`src/rtl/mem_ctrl_if.sv`:
```
// Core-side and RAM-side signal bundle for mem_ctrl.
// The master modport is the core (IF/MEM stages); the ram modport is the byte-wide RAM.
interface mem_ctrl_if #(
  parameter int unsigned ADDR_W = 32
);
  logic              if_req;
  logic [31:0]       if_addr;
  logic              if_flush;
  logic              if_done;
  logic [31:0]       if_data;
  logic              mm_req;
  logic              mm_we;
  logic [2:0]        mm_st;
  logic [31:0]       mm_addr;
  logic [31:0]       mm_wdata;
  logic              mm_done;
  logic [31:0]       mm_rdata;
  logic              stl_mm;
  logic [7:0]        ram_din;
  logic [7:0]        ram_dout;
  logic [ADDR_W-1:0] ram_a;
  logic              ram_rw;

  modport master (
    output if_req, if_addr, if_flush, mm_req, mm_we, mm_st, mm_addr, mm_wdata,
    input  if_done, if_data, mm_done, mm_rdata, stl_mm
  );

  modport slave (
    input  if_req, if_addr, if_flush, mm_req, mm_we, mm_st, mm_addr, mm_wdata, ram_din,
    output if_done, if_data, mm_done, mm_rdata, stl_mm, ram_dout, ram_a, ram_rw
  );

  modport ram (
    input  ram_a, ram_rw, ram_dout,
    output ram_din
  );
endinterface

```
`src/rtl/mem_ctrl.sv`:
```
// Single-port byte RAM arbiter/serialiser shared by instruction fetch and the memory stage.
// MEM has priority; transactions are split into per-byte RAM cycles, little-endian.
module mem_ctrl #(
  parameter int unsigned ADDR_W = 32
) (
  input logic       clk,
  input logic       rst,
  mem_ctrl_if.slave bus
);

  typedef enum logic [1:0] {StIdle, StRd, StWr} state_e;

  state_e            state_q, state_d;
  logic              owner_mm_q, owner_mm_d;
  logic [2:0]        cnt_q, cnt_d;
  logic [2:0]        len_q, len_d;
  logic              zext_q, zext_d;
  logic [ADDR_W-1:0] base_q, base_d;
  logic [ADDR_W-1:0] ram_a_q, ram_a_d;
  logic [31:0]       wdata_q, wdata_d;
  logic [31:0]       rbuf_q, rbuf_d;
  logic [31:0]       if_data_q, if_data_d;
  logic [31:0]       mm_rdata_q, mm_rdata_d;
  logic [7:0]        ram_dout_q, ram_dout_d;
  logic              ram_rw_q, ram_rw_d;
  logic              if_done_q, if_done_d;
  logic              mm_done_q, mm_done_d;
  logic [31:0]       ext;
  logic [2:0]        cnt_inc;
  logic [1:0]        rd_idx;
  logic [1:0]        wr_idx;

  function automatic logic [2:0] len_of(input logic [1:0] sz);
    case (sz)
      2'b00:   len_of = 3'd1;
      2'b01:   len_of = 3'd2;
      default: len_of = 3'd4;
    endcase
  endfunction

  // cnt counts edges since the grant edge; byte cnt-1 arrives on ram_din each RD step.
  assign cnt_inc = cnt_q + 3'd1;
  assign rd_idx  = 2'(cnt_q - 3'd1);
  assign wr_idx  = 2'(cnt_inc);

  always_comb begin
    state_d    = state_q;
    owner_mm_d = owner_mm_q;
    cnt_d      = cnt_q;
    len_d      = len_q;
    zext_d     = zext_q;
    base_d     = base_q;
    ram_a_d    = ram_a_q;
    wdata_d    = wdata_q;
    rbuf_d     = rbuf_q;
    if_data_d  = if_data_q;
    mm_rdata_d = mm_rdata_q;
    ram_dout_d = ram_dout_q;
    ram_rw_d   = ram_rw_q;
    if_done_d  = 1'b0;
    mm_done_d  = 1'b0;
    ext        = '0;

    unique case (state_q)
      StIdle: begin
        // One-cycle turnaround: no grant while a done pulse is visible.
        if (!if_done_q && !mm_done_q) begin
          if (bus.mm_req) begin
            owner_mm_d = 1'b1;
            base_d     = bus.mm_addr[ADDR_W-1:0];
            ram_a_d    = bus.mm_addr[ADDR_W-1:0];
            len_d      = len_of(bus.mm_st[1:0]);
            zext_d     = bus.mm_st[2];
            wdata_d    = bus.mm_wdata;
            rbuf_d     = '0;
            cnt_d      = '0;
            if (bus.mm_we) begin
              state_d    = StWr;
              ram_rw_d   = 1'b1;
              ram_dout_d = bus.mm_wdata[7:0];
            end else begin
              state_d  = StRd;
              ram_rw_d = 1'b0;
            end
          end else if (bus.if_req && !bus.if_flush) begin
            owner_mm_d = 1'b0;
            base_d     = bus.if_addr[ADDR_W-1:0];
            ram_a_d    = bus.if_addr[ADDR_W-1:0];
            len_d      = 3'd4;
            zext_d     = 1'b0;
            rbuf_d     = '0;
            cnt_d      = '0;
            state_d    = StRd;
            ram_rw_d   = 1'b0;
          end
        end
      end

      StRd: begin
        if (!owner_mm_q && bus.if_flush) begin
          state_d = StIdle;
          cnt_d   = '0;
        end else begin
          cnt_d = cnt_inc;
          if (cnt_inc < len_q) ram_a_d = base_q + ADDR_W'(cnt_inc);
          if (cnt_q != 3'd0) rbuf_d[{rd_idx, 3'b000} +: 8] = bus.ram_din;
          if (cnt_q == len_q) begin
            state_d = StIdle;
            cnt_d   = '0;
            unique case (len_q)
              3'd1:    ext = zext_q ? {24'h0, rbuf_d[7:0]} : {{24{rbuf_d[7]}}, rbuf_d[7:0]};
              3'd2:    ext = zext_q ? {16'h0, rbuf_d[15:0]} : {{16{rbuf_d[15]}}, rbuf_d[15:0]};
              default: ext = rbuf_d;
            endcase
            if (owner_mm_q) begin
              mm_done_d  = 1'b1;
              mm_rdata_d = ext;
            end else begin
              if_done_d = 1'b1;
              if_data_d = rbuf_d;
            end
          end
        end
      end

      StWr: begin
        cnt_d = cnt_inc;
        if (cnt_inc < len_q) begin
          ram_a_d    = base_q + ADDR_W'(cnt_inc);
          ram_dout_d = wdata_q[{wr_idx, 3'b000} +: 8];
        end else begin
          ram_rw_d  = 1'b0;
          mm_done_d = 1'b1;
          state_d   = StIdle;
          cnt_d     = '0;
        end
      end

      default: state_d = StIdle;
    endcase
  end

  always_ff @(posedge clk) begin
    if (rst) begin
      state_q    <= StIdle;
      owner_mm_q <= 1'b0;
      cnt_q      <= '0;
      len_q      <= '0;
      zext_q     <= 1'b0;
      base_q     <= '0;
      ram_a_q    <= '0;
      wdata_q    <= '0;
      rbuf_q     <= '0;
      if_data_q  <= '0;
      mm_rdata_q <= '0;
      ram_dout_q <= '0;
      ram_rw_q   <= 1'b0;
      if_done_q  <= 1'b0;
      mm_done_q  <= 1'b0;
    end else begin
      state_q    <= state_d;
      owner_mm_q <= owner_mm_d;
      cnt_q      <= cnt_d;
      len_q      <= len_d;
      zext_q     <= zext_d;
      base_q     <= base_d;
      ram_a_q    <= ram_a_d;
      wdata_q    <= wdata_d;
      rbuf_q     <= rbuf_d;
      if_data_q  <= if_data_d;
      mm_rdata_q <= mm_rdata_d;
      ram_dout_q <= ram_dout_d;
      ram_rw_q   <= ram_rw_d;
      if_done_q  <= if_done_d;
      mm_done_q  <= mm_done_d;
    end
  end

  assign bus.if_done  = if_done_q;
  assign bus.if_data  = if_data_q;
  assign bus.mm_done  = mm_done_q;
  assign bus.mm_rdata = mm_rdata_q;
  assign bus.ram_a    = ram_a_q;
  assign bus.ram_rw   = ram_rw_q;
  assign bus.ram_dout = ram_dout_q;
  assign bus.stl_mm   = bus.mm_req && !mm_done_q;

endmodule

```
`src/flat_wrapper.sv`:
```
// flat-port wrapper written by rule: the top's interface ports become plain ports
module mem_ctrl_flat 
#(
  parameter int unsigned ADDR_W = 32
)
  (clk, rst, bus_if_req, bus_if_addr, bus_if_flush, bus_mm_req, bus_mm_we, bus_mm_st, bus_mm_addr, bus_mm_wdata, bus_ram_din, bus_if_done, bus_if_data, bus_mm_done, bus_mm_rdata, bus_stl_mm, bus_ram_dout, bus_ram_a, bus_ram_rw);
  mem_ctrl_if #(.ADDR_W(ADDR_W)) bus_i ();
  input logic clk;
  input logic rst;
  input wire logic [$bits(bus_i.if_req)-1:0] bus_if_req;
  input wire logic [$bits(bus_i.if_addr)-1:0] bus_if_addr;
  input wire logic [$bits(bus_i.if_flush)-1:0] bus_if_flush;
  input wire logic [$bits(bus_i.mm_req)-1:0] bus_mm_req;
  input wire logic [$bits(bus_i.mm_we)-1:0] bus_mm_we;
  input wire logic [$bits(bus_i.mm_st)-1:0] bus_mm_st;
  input wire logic [$bits(bus_i.mm_addr)-1:0] bus_mm_addr;
  input wire logic [$bits(bus_i.mm_wdata)-1:0] bus_mm_wdata;
  input wire logic [$bits(bus_i.ram_din)-1:0] bus_ram_din;
  output wire logic [$bits(bus_i.if_done)-1:0] bus_if_done;
  output wire logic [$bits(bus_i.if_data)-1:0] bus_if_data;
  output wire logic [$bits(bus_i.mm_done)-1:0] bus_mm_done;
  output wire logic [$bits(bus_i.mm_rdata)-1:0] bus_mm_rdata;
  output wire logic [$bits(bus_i.stl_mm)-1:0] bus_stl_mm;
  output wire logic [$bits(bus_i.ram_dout)-1:0] bus_ram_dout;
  output wire logic [$bits(bus_i.ram_a)-1:0] bus_ram_a;
  output wire logic [$bits(bus_i.ram_rw)-1:0] bus_ram_rw;
  assign bus_i.if_req = bus_if_req;
  assign bus_i.if_addr = bus_if_addr;
  assign bus_i.if_flush = bus_if_flush;
  assign bus_i.mm_req = bus_mm_req;
  assign bus_i.mm_we = bus_mm_we;
  assign bus_i.mm_st = bus_mm_st;
  assign bus_i.mm_addr = bus_mm_addr;
  assign bus_i.mm_wdata = bus_mm_wdata;
  assign bus_i.ram_din = bus_ram_din;
  assign bus_if_done = bus_i.if_done;
  assign bus_if_data = bus_i.if_data;
  assign bus_mm_done = bus_i.mm_done;
  assign bus_mm_rdata = bus_i.mm_rdata;
  assign bus_stl_mm = bus_i.stl_mm;
  assign bus_ram_dout = bus_i.ram_dout;
  assign bus_ram_a = bus_i.ram_a;
  assign bus_ram_rw = bus_i.ram_rw;
  mem_ctrl #(.ADDR_W(ADDR_W)) u_core (.clk(clk), .rst(rst), .bus(bus_i));
endmodule
```
`config.mk`:
```
export PLATFORM = sky130hd
export DESIGN_NAME = mem_ctrl_flat
export DESIGN_NICKNAME = d
export VERILOG_FILES = /design/src/rtl/mem_ctrl_if.sv /design/src/rtl/mem_ctrl.sv /design/src/flat_wrapper.sv
export SDC_FILE = /design/constraint.sdc
export NUM_CORES = 1
export LEC_CHECK = 0
export CAP_MARGIN = 25
export CORE_AREA = 2 2 138 140
export CTS_BUF_LIST = sky130_fd_sc_hd__clkbuf_4 sky130_fd_sc_hd__clkbuf_8 sky130_fd_sc_hd__clkbuf_16
export CTS_CLUSTER_DIAMETER = 80
export DETAILED_ROUTE_END_ITERATION = 6
export DIE_AREA = 0 0 140 142
export PLACE_DENSITY = 0.85
export SYNTH_ARGS = -nofsm -noshare
export SYNTH_HDL_FRONTEND = slang
export SYNTH_SLANG_ARGS = --single-unit
```
`constraint.sdc`:
```
create_clock -name clk -period 6.2 [get_ports clk]
set_input_delay 1.24 -clock clk [delete_from_list [all_inputs] [get_ports clk]]
set_output_delay 1.24 -clock clk [all_outputs]
set_load 0.02 [all_outputs]
```
==> summary.txt <==
Outcome = finished with violations
Failing checks = design-rule violations
Critical path arrival = 2.63 ns
Hold buffers post-CTS = 0
Num ports = 221
Synth Area in XOR/XNOR = 2.365%
#FFs+latches synth = 213
Number of global-route vias before repair = 8683
Max-slew violation count = 0
Post-Synth Simple-Gate Area = 18.40%
Core Footprint = 18460 um^2
Clk slew on worst S/H paths = 0.06 ns
CP Launch Type = primary input
VDD IR max = 0.1902 mV
Die Area = 19880 um^2
Max transition margin = 34.16%
Most common cell in the netlist = dfxtp_1
WHS Path Cells = 2
Mapped Area = 9998 um^2
Placement row count = 50
Crit path kind = in -> out
Sequential cell area fraction in the yosys report = 42.65%
Routed vias/inst = 5.810
Reg-to-Reg Start = u_core.cnt_q[1]$_SDFFE_PP0P_
Setup violators final = 0
Largest stage delay, worst path = 0.61 ns
Worst-Skew Late Latency = 0.50 ns
Req. time, crit path = 4.96 ns
Clock tree from TritonCTS = yes
Largest family of logic cells by synthesized area = simple AND/OR/NAND/NOR gates
Initial Utilization = 54.18%
CTS resizes = 0
IO Port Bufs = 220
R2R cell count = 9
Fmax = 0.2585 GHz
Crit path from = bus_mm_req
ANT nets after route = 0
Vert. Die Dim = 142 um
Worst Skew = 0.01140 ns
Post-route cell area = 13000 um^2
Final WL = 27470 um
Power per Cell Area = 292.8 nW/um^2
DR iter-0 viols = 826
Share of the synthesized area in the top cell type = 42.65%
Tcrit/Tclk final = 62.39%
Ys async rst share = 0%
First drt pass iteration count = 7
Hold path start = u_core.wdata_q[21]$_SDFFE_PP0P_
Routability Congestion = 0.9042
Total Routing Usage GR = 26.85%
Syn Nets = 1250
Detailed-route via count = 8970
Max Cap Violations = 0
Synth Area in Adders = 1.952%
CTS sink cnt = 213
Share of layout cells above drive strength 1 = 8.702%
Crit. End Element = primary output
Global-route wire length before repair = 44150 um
Fin crit period = 3.868 ns
Largest net degree at the start of global routing = 128
Clock buffer depth = 3
Fin Hold WS = 0.4489 ns
Initial antenna violation count = 0
WP buf/inv = 3
Root Buffer = clkbuf_16
Worst-path cell chain = buf_2 -> buf_4 -> nor2b_1 -> clkdlybuf4s50_1
Complex-gate fraction of the synthesized area = 18.06%
LEAKAGE = 4.909 nW
Gate Count Post-Synth = 1122
RSZ-0062 raised after global routing = no
Synth Area per Inst = 8.911 um^2
Yosys synthesis warning count = 0
Die Wd = 140 um
Crit path depth = 4
Cts bufs inserted = 23
EDFF count, synth = 0
Setup TNS = 0 ns
Slowest CP cell = clkdlybuf4s50_1
Area after DPL = 12210 um^2
Max FO, Critical Path = 40
GRT Residual Overflow = 0
Synth area leader = dfxtp_1
Final Hold Fails = 0
Actual slew at the worst max-slew pin = 0.9875 ns
Top_reg_cell synth = dfxtp_1
Most frequent cells after synthesis = dfxtp_1 (213), nor2_1 (185), nand2_1 (127)
Hold crit path type = reg -> reg
CTS H-tree lvls = 1
Power Total = 3.806 mW
Synth cell types = 67
NumNets Final = 1422
Mux contribution to synthesized area = 12.09%
Hpwl dp = 18800 um
Largest cells by area after synthesis = dfxtp_1 (43%), mux2i_1 (8.0%), nor2_1 (6.9%), a211oi_1 (4.9%), nand2_1 (4.8%)
Area grow syn2layout = 29.98%
DRC Markers = 9
Setup Buffers After CTS = 0
Drt wl/cell = 17.79 um
Worst path top cell family by delay = buffers and inverters
Ant. Diodes = 0
[layout by cell type (no fill, tap or decap), types with 5 or more instances in the layout]
cell	count
clkdlybuf4s50_1	218
dfxtp_1	213
nor2_1	185
nand2_1	127
mux2i_1	80
a211oi_1	65
a21oi_1	48
clkbuf_16	23
mux2_2	19
inv_1	18
and3_1	18
a22oi_1	18
xor2_1	16
nand3_1	16
a2bb2oi_1	16
nand2b_1	15
ha_1	14
a211oi_2	11
a32o_1	11
xnor2_1	11
nor3_1	10
o21ai_0	9
mux4_2	8
o211ai_1	8
o221a_2	8
o22ai_1	8
clkinv_2	8
buf_4	8
nand4_1	7
o21ai_1	6
nand3b_1	5
nor4_1	5
clkbuf_4	5
[through the flow]
stage / util (%) / setup slack [ns] / cells
final: 70.42 / 2.332 / 1544
after global routing: 70.42 / 2.233 / 1544
after CTS: 70.12 / 2.313 / 1541
after global placement: 65.92 / 2.325 / 1498
after detailed placement: 66.15 / 2.313 / 1500
after floorplan: - / 2.893 / 1122
[flip-flops by register name, summed over array words and instances, names as in the netlist]
| signal | cells |
|---|---|
| u_core.bus.mm_done | 1 |
| u_core.bus.ram_rw | 1 |
| u_core.cnt_q | 3 |
| u_core.bus.if_data | 32 |
| u_core.bus.ram_a | 32 |
| u_core.wdata_q | 32 |
| u_core.state_q | 2 |
| u_core.bus.ram_dout | 8 |
| u_core.base_q | 32 |
| u_core.rbuf_q | 32 |
| u_core.len_q | 3 |
| u_core.bus.mm_rdata | 32 |
| u_core.owner_mm_q | 1 |
| u_core.zext_q | 1 |
| u_core.bus.if_done | 1 |
[area by class of cell]
class,count,area (um^2)
Clock buffer,31,654.4
Inverter,18,67.56
Multi-Input combinational cell,806,5290
Tap cell,234,292.8
Timing Repair Buffer,232,2349
Clock inverter,10,78.83
Fill cell,1359,5459
Sequential cell,213,4264
[worst register-to-register path, delay by kind of cell (launching register included)]
kind | cells | cell delay [ns]
muxes | 1 | 0.35
buffers and inverters | 2 | 0.29
DFF | 1 | 0.49
AOI/OAI and AO/OA | 2 | 0.46
and+or+nand+nor | 2 | 0.52
adders and majority gates | 2 | 1.43
[cells by family after synthesis]
| family | Yosys count |
|---|---|
| multiplexers | 108 |
| adder cells (fa/ha/maj) | 15 |
| AO/OA/AOI/OAI | 239 |
| buffers and inverters | 103 |
| flip-flops | 213 |
| AND/OR/NAND/NOR | 417 |
| XOR/XNOR | 27 |
[worst paths after layout]
| check | slack, ns | to |
|---|---|---|
| max | 2.33 | bus_stl_mm |
| max reg2reg | 2.55 | u_core.bus.ram_a[28]$_SDFFE_PP0P_ |
| min | 0.45 | u_core.wdata_q[21]$_SDFFE_PP0P_ |
| min reg2reg | 0.45 | u_core.wdata_q[21]$_SDFFE_PP0P_ |
[routing by layer]
metal / global-route usage, % / part of all wire (%)
met4: 7.496 / 2.1
met1: 34.69 / 41
met5: 0 / 0
met2: 46.72 / 50
met3: 4.576 / 7.3
[report_power, final]
group	switching (mW)	total (mW)	internal (mW)
combinational	0.493	0.885	0.391
sequential	0.0963	1.59	1.49
clock	0.547	1.33	0.783
No activity file was read; power rests on OpenSTA's default activity.
